<file path="src/rtl/road_fighter_pkg.sv">
// Shared types and widths for the car speed controller and its frame timers.
package road_fighter_pkg;
  localparam int SPEED_W     = 5;
  localparam int DIST_W      = 16;
  localparam int FRAME_CNT_W = 4;
  localparam int CRASH_CNT_W = 7;

  typedef enum logic [1:0] {IDLE_ST, RUN_ST, CRASH_ST, OVER_ST} spd_state_t;
  typedef enum logic [1:0] {M_ACCEL, M_BRAKE, M_COAST} drive_mode_t;

  // Odometer add that pins at all-ones instead of wrapping.
  function automatic logic [DIST_W-1:0] dist_sat_add(input logic [DIST_W-1:0] d,
                                                     input logic [SPEED_W-1:0] s);
    logic [DIST_W:0] sum;
    sum = {1'b0, d} + (DIST_W+1)'(s);
    return sum[DIST_W] ? {DIST_W{1'b1}} : sum[DIST_W-1:0];
  endfunction
endpackage

</file>
<file path="src/rtl/frame_step_counter.sv">
// Counts frame ticks against a run-time limit; step fires on the tick that reaches it.
module frame_step_counter
  import road_fighter_pkg::*;
#(
  parameter int CNT_W = FRAME_CNT_W
) (
  input  logic             clk,
  input  logic             resetN,
  input  logic             clear,
  input  logic             tick,
  input  logic             restart,
  input  logic [CNT_W-1:0] limit,
  output logic             step
);
  logic [CNT_W-1:0] cnt, cnt_nxt;

  // restart makes the current tick the first one of a fresh run
  assign cnt_nxt = restart ? CNT_W'(1) : cnt + CNT_W'(1);
  assign step    = tick & (cnt_nxt == limit);

  always_ff @(posedge clk or negedge resetN) begin
    if (!resetN)    cnt <= '0;
    else if (clear) cnt <= '0;
    else if (tick)  cnt <= step ? '0 : cnt_nxt;
  end
endmodule

</file>
<file path="src/rtl/car_speed_ctrl.sv">
// Turns accel/brake keys into a frame-quantised speed, with crash stall, game-over and odometer.
module car_speed_ctrl
  import road_fighter_pkg::*;
#(
  parameter int MAX_SPEED    = 31,
  parameter int ACCEL_FRAMES = 4,
  parameter int BRAKE_FRAMES = 1,
  parameter int COAST_FRAMES = 8,
  parameter int CRASH_FRAMES = 60
) (
  input  logic               clk,
  input  logic               resetN,
  input  logic               startOfFrame,
  input  logic               accelKey,
  input  logic               brakeKey,
  input  logic               collision,
  input  logic               gameOver,
  output logic [SPEED_W-1:0] speed,
  output logic               crashActive,
  output logic [DIST_W-1:0]  distance
);
  if (MAX_SPEED < 1 || MAX_SPEED > (1 << SPEED_W) - 1) begin : g_bad_max
    $error("MAX_SPEED out of range for speed bus");
  end
  if (ACCEL_FRAMES < 1 || ACCEL_FRAMES > (1 << FRAME_CNT_W) - 1 ||
      BRAKE_FRAMES < 1 || BRAKE_FRAMES > (1 << FRAME_CNT_W) - 1 ||
      COAST_FRAMES < 1 || COAST_FRAMES > (1 << FRAME_CNT_W) - 1) begin : g_bad_ramp
    $error("ramp frame counts exceed frame counter width");
  end
  if (CRASH_FRAMES < 1 || CRASH_FRAMES > (1 << CRASH_CNT_W) - 1) begin : g_bad_crash
    $error("CRASH_FRAMES exceeds crash counter width");
  end

  localparam logic [SPEED_W-1:0]     SPD_MAX = SPEED_W'(MAX_SPEED);
  localparam logic [FRAME_CNT_W-1:0] LIM_ACC = FRAME_CNT_W'(ACCEL_FRAMES);
  localparam logic [FRAME_CNT_W-1:0] LIM_BRK = FRAME_CNT_W'(BRAKE_FRAMES);
  localparam logic [FRAME_CNT_W-1:0] LIM_CST = FRAME_CNT_W'(COAST_FRAMES);
  localparam logic [CRASH_CNT_W-1:0] LIM_CRS = CRASH_CNT_W'(CRASH_FRAMES);

  spd_state_t               state, state_n;
  drive_mode_t              mode, prev_mode, mode_n;
  logic [SPEED_W-1:0]       speed_n;
  logic                     crash_n;
  logic [DIST_W-1:0]        dist_n;
  logic [FRAME_CNT_W-1:0]   ramp_limit;
  logic                     ramp_tick, ramp_step, crash_tick, crash_done;

  assign mode = brakeKey ? M_BRAKE : (accelKey ? M_ACCEL : M_COAST);

  always_comb begin
    ramp_limit = LIM_CST;
    case (mode)
      M_ACCEL: ramp_limit = LIM_ACC;
      M_BRAKE: ramp_limit = LIM_BRK;
      default: ramp_limit = LIM_CST;
    endcase
  end

  // A frame that collides or ends the game never advances the ramp.
  assign ramp_tick  = (state == RUN_ST) & startOfFrame & ~gameOver & ~collision;
  assign crash_tick = (state == CRASH_ST) & startOfFrame & ~gameOver;

  frame_step_counter #(.CNT_W(FRAME_CNT_W)) u_ramp (
    .clk     (clk),
    .resetN  (resetN),
    .clear   (state != RUN_ST),
    .tick    (ramp_tick),
    .restart (mode != prev_mode),
    .limit   (ramp_limit),
    .step    (ramp_step)
  );

  // Counting up to the stall length is equivalent to counting the stall down.
  frame_step_counter #(.CNT_W(CRASH_CNT_W)) u_crash (
    .clk     (clk),
    .resetN  (resetN),
    .clear   (state != CRASH_ST),
    .tick    (crash_tick),
    .restart (1'b0),
    .limit   (LIM_CRS),
    .step    (crash_done)
  );

  always_ff @(posedge clk or negedge resetN) begin
    if (!resetN) begin
      state       <= IDLE_ST;
      prev_mode   <= M_COAST;
      speed       <= '0;
      crashActive <= 1'b0;
      distance    <= '0;
    end else begin
      state       <= state_n;
      prev_mode   <= mode_n;
      speed       <= speed_n;
      crashActive <= crash_n;
      distance    <= dist_n;
    end
  end

  always_comb begin
    state_n = state;
    mode_n  = prev_mode;
    speed_n = speed;
    crash_n = crashActive;
    dist_n  = distance;
    if (gameOver) begin
      state_n = OVER_ST;
      speed_n = '0;
      crash_n = 1'b0;
    end else begin
      case (state)
        IDLE_ST: begin
          speed_n = '0;
          if (startOfFrame && accelKey) state_n = RUN_ST;
        end
        RUN_ST: begin
          if (collision) begin
            state_n = CRASH_ST;
            speed_n = '0;
            crash_n = 1'b1;
          end else if (startOfFrame) begin
            mode_n = mode;
            dist_n = dist_sat_add(distance, speed);
            if (ramp_step) begin
              if (mode == M_ACCEL) begin
                if (speed < SPD_MAX) speed_n = speed + SPEED_W'(1);
              end else if (speed != '0) begin
                speed_n = speed - SPEED_W'(1);
              end
            end
          end
        end
        CRASH_ST: begin
          if (crash_done) begin
            state_n = RUN_ST;
            crash_n = 1'b0;
            speed_n = '0;
          end
        end
        OVER_ST: begin
          state_n = IDLE_ST;
          dist_n  = '0;
        end
        default: state_n = IDLE_ST;
      endcase
    end
  end
endmodule

</file>
<file path="config.mk">
export PLATFORM = sky130hd
export DESIGN_NAME = car_speed_ctrl
export DESIGN_NICKNAME = d
export VERILOG_FILES = /design/src/rtl/road_fighter_pkg.sv /design/src/rtl/frame_step_counter.sv /design/src/rtl/car_speed_ctrl.sv
export SDC_FILE = /design/constraint.sdc
export NUM_CORES = 1
export LEC_CHECK = 0
export CAP_MARGIN = 20
export CORE_AREA = 2 2 74 76
export CTS_CLUSTER_SIZE = 25
export DETAILED_ROUTE_END_ITERATION = 10
export DIE_AREA = 0 0 76 78
export PLACE_DENSITY = 0.7
export SYNTH_ARGS = -nofsm -noshare
export SYNTH_HDL_FRONTEND = slang
export SYNTH_SLANG_ARGS = --single-unit
export TNS_END_PERCENT = 20
</file>
<file path="constraint.sdc">
create_clock -name clk -period 6.5 [get_ports clk]
set_input_delay 1.3 -clock clk [delete_from_list [all_inputs] [get_ports clk]]
set_output_delay 1.3 -clock clk [all_outputs]
set_load 0.05 [all_outputs]
</file>
==> reports/results.txt, run 1 <==
Outcome: completed
Max Slew Vio Count: 0
Initial Util: 0.487
Syn Nets: 294
Hold Slack: 0.505 ns
Worst path slowest cell: nor3_1
Place WS: 2.71 ns
Synth top area cells: dfrtp_1 (37%), ha_1 (5.6%), nand2_1 (5.0%)
Yosys warning total: 0
Placed instance area: 2780 um^2
Cell area after synthesis: 2460 um^2
Root Driver: clkbuf_8
Placed Cells: 362
Most used DFF post-synth: dfrtp_1
Die H: 78 um
Global route overflow: 0
Synth Area in Simple Gates: 0.202
Final Hold Fails: 0
Worst Setup Slack, final: 2.98 ns
Initial antenna violation count: 0
Critical Path Start Type: input pin
Post-synthesis cell count: 274
Area added between synthesis and finish: 16.5%
Setup bufs post-CTS: 0
Compound-gate portion of the synthesized area: 0.265
Residual DRC: 0
H-tree Lvls: 2
Async SR Flop Fraction: 1.00
Commonest non-fill, non-tap cell in the layout: dfrtp_1
Largest net degree at the start of global routing: 38
Area taken by multi-input logic gates: 1450 um^2
PD cells: 170 nW/um^2
Post-synth cell types: 56
Multiplexer share of the synthesized area: 0.00866
Clock buffer depth: 2
1st-pass router iterations: 4
Yosys top cell by area: dfrtp_1
Relative slew slack: 0.433
Min Clock Period, post-route: 3.52 ns
Max-cap violations: 0
Peak VDD IR: 0.153 mV
Antenna cells: 0
Critical path capture point type: flop
HP Class: flop to flop
Crit path kind: input pin to flop
Avg WL per Cell: 15.1 um
CP cell instances: clkdlybuf4s50_1 > nor3_1 > and2_1 > nor2_1 > a22o_2
Filler instances: 454
Total vias in the final route: 2159
Hpwl dp: 4.01 mm
Crit-path max cell delay: 0.75 ns
Final Power: 0.487 mW
Clock sink count: 37
Routed Antenna Nets: 0
Total GRT Usage: 0.196
IO Port Bufs: 28
Largest family of logic cells by synthesized area: compound AO/OA/AOI/OAI gates
Part of the cycle the worst path needs: 0.542
FF+latch area: 927 um^2
TritonCTS Buffers: 5
Critical path fanouts, max: 18
Sequential cell area fraction in the yosys report: 0.377
Post-synth EDFFs: 0
Hold-fix buffers at CTS: 0
Pleak: 1.28 nW
Area fraction of the dominant cell type after synthesis: 0.367
Clock-pin slew on the worst setup and hold paths: 0.07 ns
Routed WL: 5.56 mm
Avg Cell Area, Syn: 8.97 um^2
RSZ-0062 raised after global routing: false
Nets: 319
Die width: 76 um
Vias/cell: 5.85
Post-synthesis register bit count: 37
I/O Pins: 29
Finished Core Util: 0.568
Layout cells sized above 1: 0.0502
Fin cells: 369
Final GP Congestion: 0.801
Critical path required time: 6.67 ns
Xor/xnor share of the synthesized area: 0.0423
CTS tree: yes
Post-cts sizing count: 0
Most frequent cells in the layout: dfrtp_1 (36), nand2_1 (33), clkdlybuf4s50_1 (27)
Adder-Cell Fraction of Synth Area: 0.0723
Row cnt: 26
Vias in the first global route: 2050
Post-route cell area: 2860 um^2
Crit path DAT: 3.70 ns
Fmax: 0.284 GHz
Sum Neg Setup Slack: 0 ns
Setup violators final: 0
Core area: 5040 um^2
Final setup skew: 0.00421 ns
Worst Tran Pin Value: 0.845 ns
Global-route wire length before repair: 9.55 mm
DR iter-0 viols: 191
Die ar.: 5930 um^2
Clk Latency, worst-skew pair: 0.28 ns
==> where the power goes <==
group          internal, mW  switching, mW  total [mW]
logic                0.0276         0.0419      0.0695
registers             0.238         0.0140       0.251
clock network        0.0843         0.0813       0.166
==> logic make-up (layout without fill, tap and decap cells) <==
group / count (synthesis) / count (layout)
XOR/XNOR: 11 / 11
AO/OA/AOI/OAI: 95 / 95
multiplexers: 2 / 2
AND/OR/NAND/NOR: 96 / 96
adder cells (fa/ha/maj): 13 / 13
flip-flops: 37 / 37
buffers and inverters: 20 / 45
==> cells in the mapped netlist, types with 3 or more instances <==
cell / instances
ha_1: 11
nor2_1: 9
a31oi_1: 4
a21oi_1: 15
nand2b_1: 7
o21a_1: 3
nor3_1: 6
a21o_1: 8
nor2b_1: 4
o31ai_1: 5
a22o_1: 5
nand2_1: 33
clkbuf_1: 6
o41ai_1: 3
buf_2: 4
nand3_1: 13
inv_1: 10
xor2_1: 6
o21ai_0: 24
a211oi_1: 5
nand4_1: 8
dfrtp_1: 36
xnor2_1: 4
==> worst paths after layout <==
kind,start,cells after the start,to,slack (ns)
worst max-delay path,gameOver,5,u_ramp.cnt[0],2.98
worst min-delay path,distance[4],2,distance[4],0.51
worst max register to register,state[1],5,u_ramp.cnt[0],3.80
worst min register to register,distance[4],2,distance[4],0.51
max in group asynchronous,resetN,1,u_crash.cnt[6],4.86
min in group asynchronous,resetN,1,distance[1],1.11
==> per-layer routing <==
layer	global-route usage	up-vias	part of all wire
met5	0	-	0
met4	0.0491	0	0.0056
met3	0.0349	5	0.039
met2	0.322	48	0.45
met1	0.269	1027	0.50
li1	-	1079	-
==> flip-flops by register name, indices dropped and copies added, names as in the netlist <==
name / cells
state: 2
speed: 5
prev_mode: 2
distance: 16
u_ramp.cnt: 4
u_crash.cnt: 7
crashActive: 1
==> critical path, delay by kind of cell <==
family / cells / cell delay, ns
AO/OA/AOI/OAI: 1 / 0.29
AND/OR/NAND/NOR: 3 / 1.57
buffers and inverters: 1 / 0.53
==> final cells by class <==
class                   instances  share of cell area
multi-input cells             217               0.506
flip-flops and latches         37               0.324
repair buffers                 28              0.0961
well taps                      70              0.0306
clock buffers                   7              0.0301
inverters                      10              0.0131
Power figures use the tool's default switching activity.
==> run 2: changes to the inputs <==
- PLACE_DENSITY: 0.7 -> 0.73
- clock period: 6.5 -> 2.9 ns (I/O delays scaled with it)
==> run 2 against run 1 <==
Net effect: register-to-register slack lost 3.4 ns; via count rose by 3.5%; sequential power rose by 120%; sequential share of layout area down 0.66 points; routed wire length is 4.8% higher; cell area is 2.1% higher; combinational power up 150%; clock power grew 120%; worst hold slack worse by 0.10 ns; highest routed layer unchanged; clock-buffer cell count is the same; final cell count is 2.2% higher; critical endpoint is now speed[4]; power is 130% higher.
==> reports/results.txt, run 2 (synthesized netlist as in run 1, its figures left out) <==
Biggest register: distance
Max Slew Vio Count: 0
Clock-pin slew on the worst setup and hold paths: 0.07 ns
Die ar.: 5930 um^2
Die H: 78 um
Total vias in the final route: 2235
Power share of the clock group: 0.335
Reg power frac: 0.508
Setup bufs post-CTS: 0
Worst Tran Pin Value: 0.862 ns
P_int: 0.791 mW
Row cnt: 26
DR iter-0 viols: 150
Root Driver: clkbuf_8
Critical path capture point type: flop
Initial Util: 0.487
Final Hold Fails: 0
Final GP Congestion: 0.913
Die width: 76 um
Min Clock Period, post-route: 2.49 ns
Cells on worst reg2reg path: 7
Antenna cells: 0
Net switching power: 0.307 mW
HP Class: input pin to async pin
H-tree Lvls: 2
Pleak: 1.32 nW
Clock sink count: 37
Routed Antenna Nets: 0
TritonCTS Buffers: 5
Fmax: 0.402 GHz
IO Port Bufs: 28
Post-cts sizing count: 0
Commonest non-fill, non-tap cell in the layout: dfrtp_1
1st-pass router iterations: 4
Vias/cell: 5.93
Residual DRC: 0
Final setup skew: 0.00439 ns
Max FFs per register: 16
Top flop regs: distance (16), u_crash.cnt (7), speed (5)
Setup crit end: speed[4]
Global route overflow: 0
CP cell instances: clkdlybuf4s50_1 > buf_4 > nor4b_1 > a22oi_1 > or4_4 > or4_1 > nand3_1
Reg2reg end: speed[4]
Critical path fanouts, max: 9
Flop-to-flop setup slack: 0.42 ns
Crit path DAT: 2.71 ns
Initial antenna violation count: 0
Critical Path Start Type: input pin
Relative slew slack: 0.425
Placed instance area: 2840 um^2
Setup violators final: 0
Hpwl dp: 4.12 mm
Critical Path Source: brakeKey
Peak VDD IR: 0.242 mV
Crit path kind: input pin to flop
Max-cap violations: 0
Total GRT Usage: 0.205
Routed WL: 5.82 mm
Power share of the combinational group: 0.157
PD cells: 376 nW/um^2
Worst path slowest cell: or4_1
Outcome: completed
Area added between synthesis and finish: 19.0%
Global-route wire length before repair: 9.91 mm
Clock buffer depth: 2
Avg WL per Cell: 15.4 um
Critical R2R Launch: u_ramp.cnt[0]
Largest net degree at the start of global routing: 38
RSZ-0062 raised after global routing: false
Nets: 327
Core area: 5040 um^2
Part of the cycle the worst path needs: 0.857
I/O Pins: 29
Sw Share: 0.280
CTS tree: yes
Sum Neg Setup Slack: 0 ns
Clk Latency, worst-skew pair: 0.28 ns
Crit-path max cell delay: 0.51 ns
Vias in the first global route: 2171
Critical path required time: 3.12 ns
Layout cells sized above 1: 0.0749
Post-route cell area: 2920 um^2
Hold-fix buffers at CTS: 0
Most frequent cells in the layout: dfrtp_1 (36), nand2_1 (33), clkdlybuf4s50_1 (27)
run 2: worst min-delay path by stage:
stage / start / endpoint / cells after the start
detailed placement: distance[0] / distance[0] / 2
CTS: resetN / u_crash.cnt[3] / 1
global route: resetN / u_crash.cnt[3] / 1
floorplan: resetN / crashActive / 0
global placement: u_crash.cnt[6] / u_crash.cnt[6] / 2
finish: resetN / u_crash.cnt[3] / 1
run 2: through the flow:
step / total power, mW / utilization / hold WS, ns / worst slack (ns) / instances
6_report: 1.10 / 0.580 / 0.403 / 0.414 / 377
5_1_grt: 1.15 / 0.580 / 0.479 / 0.255 / 377
4_1_cts: 1.11 / 0.580 / 0.426 / 0.414 / 377
3_5_place_dp: 0.740 / 0.563 / 0.494 / 0.113 / 370
3_3_place_gp: 0.738 / 0.563 / 0.486 / 0.159 / 370
2_1_floorplan: 0.676 / - / 0.284 / 0.377 / 274
run 2: per-layer routing:
layer,track usage,vias up,wire length (um)
met5,0,-,0
met4,0.0709,0,42
met3,0.0407,2,209
met2,0.342,45,2800
met1,0.268,1089,2770
li1,-,1099,-
run 2: critical path: cells and delay by family:
kind / cells / cell delay [ns]
buffers and inverters: 2 / 0.60
and+or+nand+nor: 4 / 1.38
AOI/OAI and AO/OA: 1 / 0.14
run 2: area by class of cell:
class,count,area [um^2]
clock buffers,7,86.3
repair buffers,36,335
inverters,10,37.5
fillers,457,2120
well taps,70,87.6
multi-input cells,217,1450
flip-flops and latches,37,927
run 2: power groups by stage:
stage          sequential [mW]  clock (mW)  combinational, mW
2_1_floorplan            0.576           0              0.100
3_3_place_gp             0.567           0              0.171
3_5_place_dp             0.567           0              0.173
4_1_cts                  0.557       0.375              0.174
5_1_grt                  0.560       0.398              0.194
6_report                 0.558       0.368              0.172
==> run 3: changes to the inputs <==
- CORE_AREA: 2 2 74 76 -> 2 2 81 68
- CTS_CLUSTER_DIAMETER: default -> 40
- DIE_AREA: 0 0 76 78 -> 0 0 83 70
- PLACE_DENSITY: 0.73 -> 0.75
==> run 3 against run 2 <==
Net effect: worst hold slack worse by 0.024 ns; power up 0.33%; largest cell class unchanged; routed wire length up 0.94%; utilization down 1.3 points; die area down 2.0%; register-to-register slack about the same; maximum frequency down 0.35%; clock skew about the same; critical path type is now flop to flop; highest routed layer unchanged; flip-flop and latch count unchanged; clock-buffer cell count unchanged; clock power about the same.
==> reports/results.txt, run 3 (synthesized netlist as in run 1, its figures left out) <==
Peak VDD IR: 0.225 mV
Clock buffer depth: 2
Row cnt: 24
Global-route wire length before repair: 10.3 mm
Final Hold Fails: 0
Critical R2R Launch: u_ramp.cnt[0]
Reg2reg end: speed[4]
Total vias in the final route: 2222
Clk Latency, worst-skew pair: 0.30 ns
RSZ-0062 raised after global routing: false
Crit path DAT: 2.73 ns
Power share of the combinational group: 0.160
Crit path kind: flop to flop
I/O Pins: 29
Fmax: 0.401 GHz
Final setup skew: 0.00434 ns
Hold Slack: 0.379 ns
Biggest register: distance
1st-pass router iterations: 4
Placed instance area: 2830 um^2
Placed Cells: 365
Pleak: 1.32 nW
Min Clock Period, post-route: 2.49 ns
Core area: 5130 um^2
IO Port Bufs: 28
Residual DRC: 0
Power share of the clock group: 0.334
Worst Tran Pin Value: 0.847 ns
P_int: 0.773 mW
Final GP Congestion: 0.851
Fin cells: 373
Net switching power: 0.329 mW
Top flop regs: distance (16), u_crash.cnt (7), speed (5)
Global route overflow: 0
PD cells: 378 nW/um^2
Post-cts sizing count: 0
Critical Path Start Type: flop
Avg WL per Cell: 15.8 um
Outcome: completed
Most frequent cells in the layout: dfrtp_1 (36), nand2_1 (33), clkdlybuf4s50_1 (27)
Root Driver: clkbuf_8
Die ar.: 5810 um^2
Clock-pin slew on the worst setup and hold paths: 0.08 ns
Setup bufs post-CTS: 0
Nets: 327
DR iter-0 viols: 151
H-tree Lvls: 2
Critical path fanouts, max: 7
Area added between synthesis and finish: 18.5%
Critical path required time: 3.14 ns
Relative slew slack: 0.435
Max-cap violations: 0
Antenna cells: 0
Routed Antenna Nets: 0
Flop-to-flop setup slack: 0.41 ns
Max Slew Vio Count: 0
Critical Path Source: u_ramp.cnt[0]
CTS tree: yes
TritonCTS Buffers: 5
Hold-fix buffers at CTS: 0
Die width: 83 um
Post-route cell area: 2910 um^2
Initial antenna violation count: 0
Commonest non-fill, non-tap cell in the layout: dfrtp_1
Reg power frac: 0.506
Die H: 70 um
Sum Neg Setup Slack: 0 ns
Max FFs per register: 16
Setup violators final: 0
Finished Core Util: 0.567
Vias/cell: 5.96
Setup crit end: speed[4]
Total GRT Usage: 0.217
Clock sink count: 37
HP Class: input pin to async pin
Layout cells sized above 1: 0.0747
Initial Util: 0.479
Hpwl dp: 4.18 mm
Part of the cycle the worst path needs: 0.860
Critical path capture point type: flop
Vias in the first global route: 2086
Sw Share: 0.299
Routed WL: 5.88 mm
Largest net degree at the start of global routing: 38
Cells on worst reg2reg path: 7
==> run 3: cell count changes in the layout (fill, tap and decap cells not counted), sizes merged <==
cell / previous run / this run
clkinv: 0 / 1
==> run 3: worst min path at each step <==
stage | startpoint | endpoint | slack [ns]
5_1_grt | resetN | u_crash.cnt[3] | 0.46
2_1_floorplan | resetN | crashActive | 0.28
3_5_place_dp | distance[3] | distance[3] | 0.49
3_3_place_gp | distance[0] | distance[0] | 0.49
4_1_cts | resetN | u_crash.cnt[3] | 0.42
6_report | resetN | u_crash.cnt[3] | 0.38
==> run 3: stage by stage <==
stage	total power [mW]	worst slack, ns
finish	1.10	0.405
global route	1.16	0.194
CTS	1.11	0.412
detailed placement	0.742	0.130
global placement	0.739	0.198
floorplan	0.676	0.377
==> run 3: layout make-up <==
cell class,count,area [um^2]
well taps,65,81.3
clock inverters,1,5.00
fillers,488,2220
repair buffers,36,335
flip-flops and latches,37,927
clock buffers,7,76.3
inverters,10,37.5
multi-input cells,217,1450
==> run 3: power groups by stage <==
stage	Clock (mW)	Sequential [mW]	Combinational, mW
2_1_floorplan	0	0.576	0.100
3_3_place_gp	0	0.567	0.172
3_5_place_dp	0	0.567	0.176
4_1_cts	0.374	0.557	0.177
5_1_grt	0.407	0.560	0.198
6_report	0.368	0.558	0.176
==> run 3: worst max-delay path, cell delays in order, from the launching register on <==
cell,delay [ns]
dfrtp_1,0.45
ha_1,0.25
xor2_1,0.32
mux2i_1,0.22
a22oi_1,0.10
or4_4,0.47
or4_1,0.52
nand3_1,0.09
==> run 3: routing by layer <==
layer,GRT usage,vias up,part of all wire
li1,-,1101,-
met1,0.334,1049,0.51
met2,0.307,65,0.42
met3,0.0508,7,0.055
met4,0.0474,0,0.013
met5,0,-,0
